--- config.mk ---
export PLATFORM = sky130hd
export DESIGN_NAME = joypad_port
export DESIGN_NICKNAME = d
export VERILOG_FILES = /design/src/rtl/joypad_port.sv
export SDC_FILE = /design/constraint.sdc
export NUM_CORES = 1
export LEC_CHECK = 0
export ABC_CLOCK_PERIOD_IN_PS = 6450
export BUFFER_PORTS_ARGS = -buffer_cell sky130_fd_sc_hd__buf_2
export CAP_MARGIN = 5
export CORE_MARGIN = 10
export CORE_UTILIZATION = 49
export CTS_CLUSTER_DIAMETER = 50
export DETAILED_ROUTE_END_ITERATION = 7
export HOLD_SLACK_MARGIN = 0.03
export MAX_ROUTING_LAYER = met4
export PLACE_DENSITY = 0.84
export SETUP_SLACK_MARGIN = 0.15
export SLEW_MARGIN = 20
export SYNTH_ARGS = -nofsm -noshare
export SYNTH_HDL_FRONTEND = slang
export SYNTH_SLANG_ARGS = --single-unit
--- constraint.sdc ---
create_clock -name I_clock -period 6.45 [get_ports I_clock]
set_input_delay 1.29 -clock I_clock [delete_from_list [all_inputs] [get_ports I_clock]]
set_output_delay 1.29 -clock I_clock [all_outputs]
set_load 0.01 [all_outputs]
--- src/rtl/joypad_port.sv ---
// joypad_port: bus responder for the two controller ports at BASE_ADDR and BASE_ADDR+1.
// It latches the OUT bits on a port-0 write.
// It shifts serial button data back on reads, one bit per committed read.
// Optional macro JOYPAD_SYNC_EN: adds 2-flop synchronizers on I_pad0/I_pad1 (reset 8'h00).
module joypad_port #(
  parameter logic [15:0] BASE_ADDR = 16'h4016,
  parameter logic [2:0]  OPEN_BITS = 3'b010
) (
  input  logic        I_clock,
  input  logic        I_reset,
  input  logic        I_ready,
  input  logic        I_phy2,
  input  logic [15:0] I_addr,
  input  logic        I_rdwr,
  input  logic [7:0]  I_wr_data,
  output logic [7:0]  O_rd_data,
  output logic        O_rd_en,
  input  logic [7:0]  I_pad0,
  input  logic [7:0]  I_pad1,
  output logic [2:0]  O_out
);

  logic [7:0] pad0_s;
  logic [7:0] pad1_s;
  logic       phy2_q;
  logic       fall;
  logic       hit0;
  logic       hit1;
  logic [7:0] sh0;
  logic [7:0] sh1;
  logic       unused_wr_bits;

`ifdef JOYPAD_SYNC_EN
  logic [7:0] pad0_m;
  logic [7:0] pad1_m;

  // Two-flop synchronizers for asynchronous controller inputs
  always_ff @(posedge I_clock) begin
    if (I_reset) begin
      pad0_m <= 8'h00;
      pad1_m <= 8'h00;
      pad0_s <= 8'h00;
      pad1_s <= 8'h00;
    end else begin
      pad0_m <= I_pad0;
      pad1_m <= I_pad1;
      pad0_s <= pad0_m;
      pad1_s <= pad1_m;
    end
  end
`else
  assign pad0_s = I_pad0;
  assign pad1_s = I_pad1;
`endif

  // Only OUT2..OUT0 are stored; the upper write-data bits have no function here
  assign unused_wr_bits = ^I_wr_data[7:3];

  assign hit0 = (I_addr == BASE_ADDR);
  assign hit1 = (I_addr == BASE_ADDR + 16'd1);
  assign fall = phy2_q & ~I_phy2 & I_ready;

  // Track phy2 so the commit edge can be detected; a stalled bus holds the history
  always_ff @(posedge I_clock) begin
    if (I_reset) begin
      phy2_q <= 1'b0;
    end else if (I_ready) begin
      phy2_q <= I_phy2;
    end
  end

  // OUT latch updated by a committed write to port 0; port-1 writes are ignored
  always_ff @(posedge I_clock) begin
    if (I_reset) begin
      O_out <= 3'b000;
    end else if (fall && !I_rdwr && hit0) begin
      O_out <= I_wr_data[2:0];
    end
  end

  // Shift registers: reload every clock while strobed, shift in 1s on committed reads otherwise
  always_ff @(posedge I_clock) begin
    if (I_reset) begin
      sh0 <= 8'hFF;
      sh1 <= 8'hFF;
    end else if (O_out[0]) begin
      sh0 <= pad0_s;
      sh1 <= pad1_s;
    end else if (fall && I_rdwr) begin
      if (hit0) begin
        sh0 <= {1'b1, sh0[7:1]};
      end
      if (hit1) begin
        sh1 <= {1'b1, sh1[7:1]};
      end
    end
  end

  assign O_rd_en = I_phy2 & I_rdwr & (hit0 | hit1);

  // Read data mux: current LSB of the addressed port, open-bus pattern on top
  always_comb begin
    O_rd_data = 8'h00;
    if (O_rd_en) begin
      O_rd_data = {OPEN_BITS, 4'b0000, (hit0 ? sh0[0] : sh1[0])};
    end
  end

endmodule

# == Yosys cells after proc, flatten, opt, wreduce, memory -nomap -nowiden ==
# Cells that the tools add are included.
# totals
in_bits,45
out_inout_bits,12
reg_bits,20
word_cells,29
# op_classes
bitwise_logic,6
reduce_logical,9
n_eq_ne,2
n_mux,8
# ops
op,count
8-bit two-way mux,6
16-bit by 15-bit equality test with 1-bit output (second input constant),2
7-bit two-way mux,1
2-bit nonzero test,3
1-bit AND,4
2-bit AND reduction,2
1-bit logical AND,3
1-bit zero test,1
1-bit two-way mux,1
1-bit inverter,1
1-bit bitwise OR,1

# == Depth between registers and ports, before layout ==
# depth
ltp_word,6
depth_mapped,6

# == Least setup slack after synthesis ==
# No wires, ideal clock.
# synth_path
path_kind,input to output
start,in I_addr[13]
end,out O_rd_data[0]
cell_stages,5
t_required_ns,5.160
slack_ns,2.458
arrival_time_ns,2.702
path_cell_list,or4b_2 > clkbuf_1 > nor4_1 > and2_1 > nor2b_1
# synth_via
elab_chain_cells,4
# synth_lines
item,line,rtl
from (decl),13,"input logic [15:0] I_addr,"
16-bit by 15-bit equality test with 1-bit output (on tied branches),"59, 60",
1-bit bitwise OR (*),99,assign O_rd_en = I_phy2 & I_rdwr & (hit0 | hit1);
1-bit AND (*),99,
net O_rd_en,17,"output logic O_rd_en,"
7-bit two-way mux (*),104,if (O_rd_en) begin
to (decl),16,"output logic [7:0] O_rd_data,"
# Mark *: on every way through the listed nets, which the timed path passes. The rest lies on a longest branch.

# == Worst setup path in the final report ==
# layout_path
start,in I_addr[13]
end,out O_rd_data[0]
# layout_via
elab_chain_cells,4
# layout_lines
item,line
16-bit by 15-bit equality test with 1-bit output (on tied branches),"59, 60"
1-bit bitwise OR,99
1-bit AND,99
7-bit two-way mux (*),104
# Every way passes the cells marked *; elsewhere a longest branch is shown, timed or not.

==> flow_metrics.py <==
metrics = {
    "power_and_ir_drop": {
        "power_density_mw_per_mm2": 160,
        "vdd_drop_max_uv": 122,
        "power.leakage_nw": 0.524,
    },
    "timing": {
        "post-route-worst-setup-slack_ns": 2.27,
        "setup_viol_count_final": 0,
        "worstMarginPinSlew_ns": 0.785,
        "fin_crit_sh": 0.648,
        "finalCriticalPeriod_ns": 4.18,
        "hold_ws_ns": 0.480,
        "fmax_mhz": 239,
        "finClkSkew_ns": 0.00418,
        "slew_viol_final": 0,
        "max-slew-margin-rel": 0.475,
        "hold_viol_final": 0,
        "finalSetupTns_ns": 0,
        "rsz0062_at_grt": "false",
    },
    "critical_path": {
        "cp_max_fo": 8,
        "worstPathArrival_ns": 2.89,
        "critPathRequiredTime_ns": 5.16,
        "worstSetupEndpointType": "output pin",
        "r2r_cells": 3,
        "worstSetupPathType": "input pin to output pin",
        "worst_path_max_delay_cell": "or4b_2",
        "start_kind": "input pin",
        "slowest_delay_ns": 0.78,
        "critical_path.cell_chain": "buf_2, or4b_2, nor4_1, and2_1, nor2b_1, buf_2",
        "cp_common_cell": "buf_2",
    },
    "clock_network": {
        "ctsHoldBuffers": 0,
        "cts_resized": 0,
        "cts_tree": "yes",
        "clockBufferDepth": 2,
        "postCtsSetupRepairBufs": 0,
        "clock_sinks": 20,
        "cts_max_level": 1,
        "clockRootBuffer": "clkbuf_4",
        "clk_pin_slew_ns": 0.11,
        "clock_latency_ns": 0.31,
        "numCtsBuffers": 3,
    },
    "yosys": {
        "ys_async_sr_fraction": 0,
        "yosys_warnings": 0,
        "seq_area_frac_synth": 0.342,
        "synth_cell_types": 36,
        "synth_top_area_share": 0.342,
        "yosysTopAreaCell": "dfxtp_1",
        "synth-edff-count": 0,
        "syn_area_per_cell_um2": 8.73,
        "synth_top_flop_cell": "dfxtp_1",
        "synth_area_mm2": 0.00117,
        "ys_seq_elements": 20,
        "synthCells": 134,
        "synthTopCellsByArea": "dfxtp_1 (34%), nor3_1 (9.4%), a211oi_2 (7.5%)",
    },
    "finish": {
        "drive_gt1_frac": 0.359,
        "finalNetCount": 216,
        "fin_area_mm2": 0.00138,
        "syn_to_final_growth_pct": 18.0,
        "diodes": 0,
    },
    "worst_hold_path": {
        "hold_path_depth": 2,
        "hold_class": "flip-flop to flip-flop",
    },
    "place": {
        "placed_area_mm2": 0.00134,
        "gp_congestion": 0.752,
        "pre_cts_slack_ns": 2.28,
        "port_buffers": 45,
        "dpl.hpwl_um": 2510,
    },
    "drt": {
        "dr.pass1.iters": 4,
        "post_drt_via_cell_ratio": 5.89,
        "drt_wl_total_um": 3210,
        "drc": 0,
        "drt_iter0_markers": 92,
        "vias": 1167,
        "ant_nets": 0,
        "wl_per_cell_um": 16.2,
    },
    "outcome": {
        "status": "finished clean",
    },
    "global_route": {
        "grt_max_degree": 37,
        "antenna_found_initial": 0,
        "grt_first_pass_wirelength_um": 5420,
        "grt_pass1_vias": 1253,
        "grt_remaining_overflow": 0,
        "track_usage": 0.149,
    },
    "floorplanning": {
        "io_pins": 57,
        "initial_utilization": 0.524,
        "die_area_mm2": 0.00474,
        "die_x_um": 68.9,
        "core_area_mm2": 0.00223,
        "die_h_um": 68.9,
        "rows": 17,
    },
    "run": {
        "drv_cap": 0,
    },
}
registers in the layout, summed over array words and instances (netlist names):
name	count
O_out	3
sh1	8
sh0	8
phy2_q	1
path summary, 6_finish.rpt:
path / from / end / slack [ns]
worst min-delay path: O_out[2]$_SDFFE_PP0P_ / O_out[2]$_SDFFE_PP0P_ / 0.48
worst max register to register: O_out[0]$_SDFFE_PP0P_ / sh0[3]$_SDFFE_PP1P_ / 4.52
worst min register to register: O_out[2]$_SDFFE_PP0P_ / O_out[2]$_SDFFE_PP0P_ / 0.48
worst max-delay path: I_addr[13] / O_rd_data[0] / 2.27
cell families after synthesis:
kind of cell    count (synthesis)  synth area share
flops                          20             0.342
other cells                     1           0.00321
compound gates                 31             0.215
mux                             2            0.0171
simple gates                   60             0.323
buf+inv                        20            0.0995
power by group:
group	switching, mW	internal [mW]
sequential	0.000251	0.124
combinational	0.0116	0.0108
clock	0.0404	0.0345
total	0.0522	0.169
per-layer routing:
| layer | global-route usage | vias to the layer above | wire, µm |
|---|---|---|---|
| li1 | - | 573 | - |
| met1 | 0.159 | 555 | 1250 |
| met2 | 0.264 | 33 | 1730 |
| met3 | 0.0290 | 6 | 174 |
| met4 | 0.0567 | 0 | 48 |
| met5 | - | - | 0 |
Yosys cell counts, types with 2 or more instances:
| cell | instances |
|---|---|
| buf_4 | 7 |
| nor3_1 | 22 |
| or3_1 | 2 |
| o21bai_1 | 2 |
| buf_6 | 2 |
| nor3b_1 | 6 |
| dfxtp_1 | 20 |
| clkbuf_1 | 10 |
| o21ai_0 | 8 |
| o311a_1 | 6 |
| nand3_1 | 8 |
| a21oi_1 | 4 |
| a211oi_2 | 7 |
| mux2i_1 | 2 |
| nor2_1 | 4 |
| or4_1 | 2 |
| nor4_1 | 3 |
worst max-delay path, delay by kind of cell:
family | cells | cell delay [ns]
buf+inv | 2 | 0.26
simple gates | 4 | 1.34
cell usage in the layout, fill, tap and decap left out, types with 2 or more instances in the layout:
cell type and n:
a211oi_2 7, a21oi_1 4, buf_2 45, clkbuf_4 3, conb_1 6, dfxtp_1 20
mux2i_1 2, nand3_1 8, nor2_1 4, nor3_1 22, nor3b_1 6, nor4_1 3
o21ai_0 8, o21bai_1 2, o311a_1 6, or3_1 2, or4_1 2
area by class of cell:
| class | instances | area (µm²) |
|---|---|---|
| fillers | 204 | 853 |
| multi-input cells | 99 | 672 |
| flip-flops and latches | 20 | 400 |
| repair buffers | 46 | 233 |
| clock buffers | 4 | 36.3 |
| well taps | 28 | 35.0 |
| inverters | 1 | 3.75 |
metrics by stage:
step | util | cells | power (mW)
2_1_floorplan | - | 139 | 0.138
3_3_place_gp | 0.602 | 194 | 0.148
3_5_place_dp | 0.602 | 194 | 0.149
4_1_cts | 0.618 | 198 | 0.225
5_1_grt | 0.618 | 198 | 0.233
6_report | 0.618 | 198 | 0.221
(Power assumes the default switching activity.)
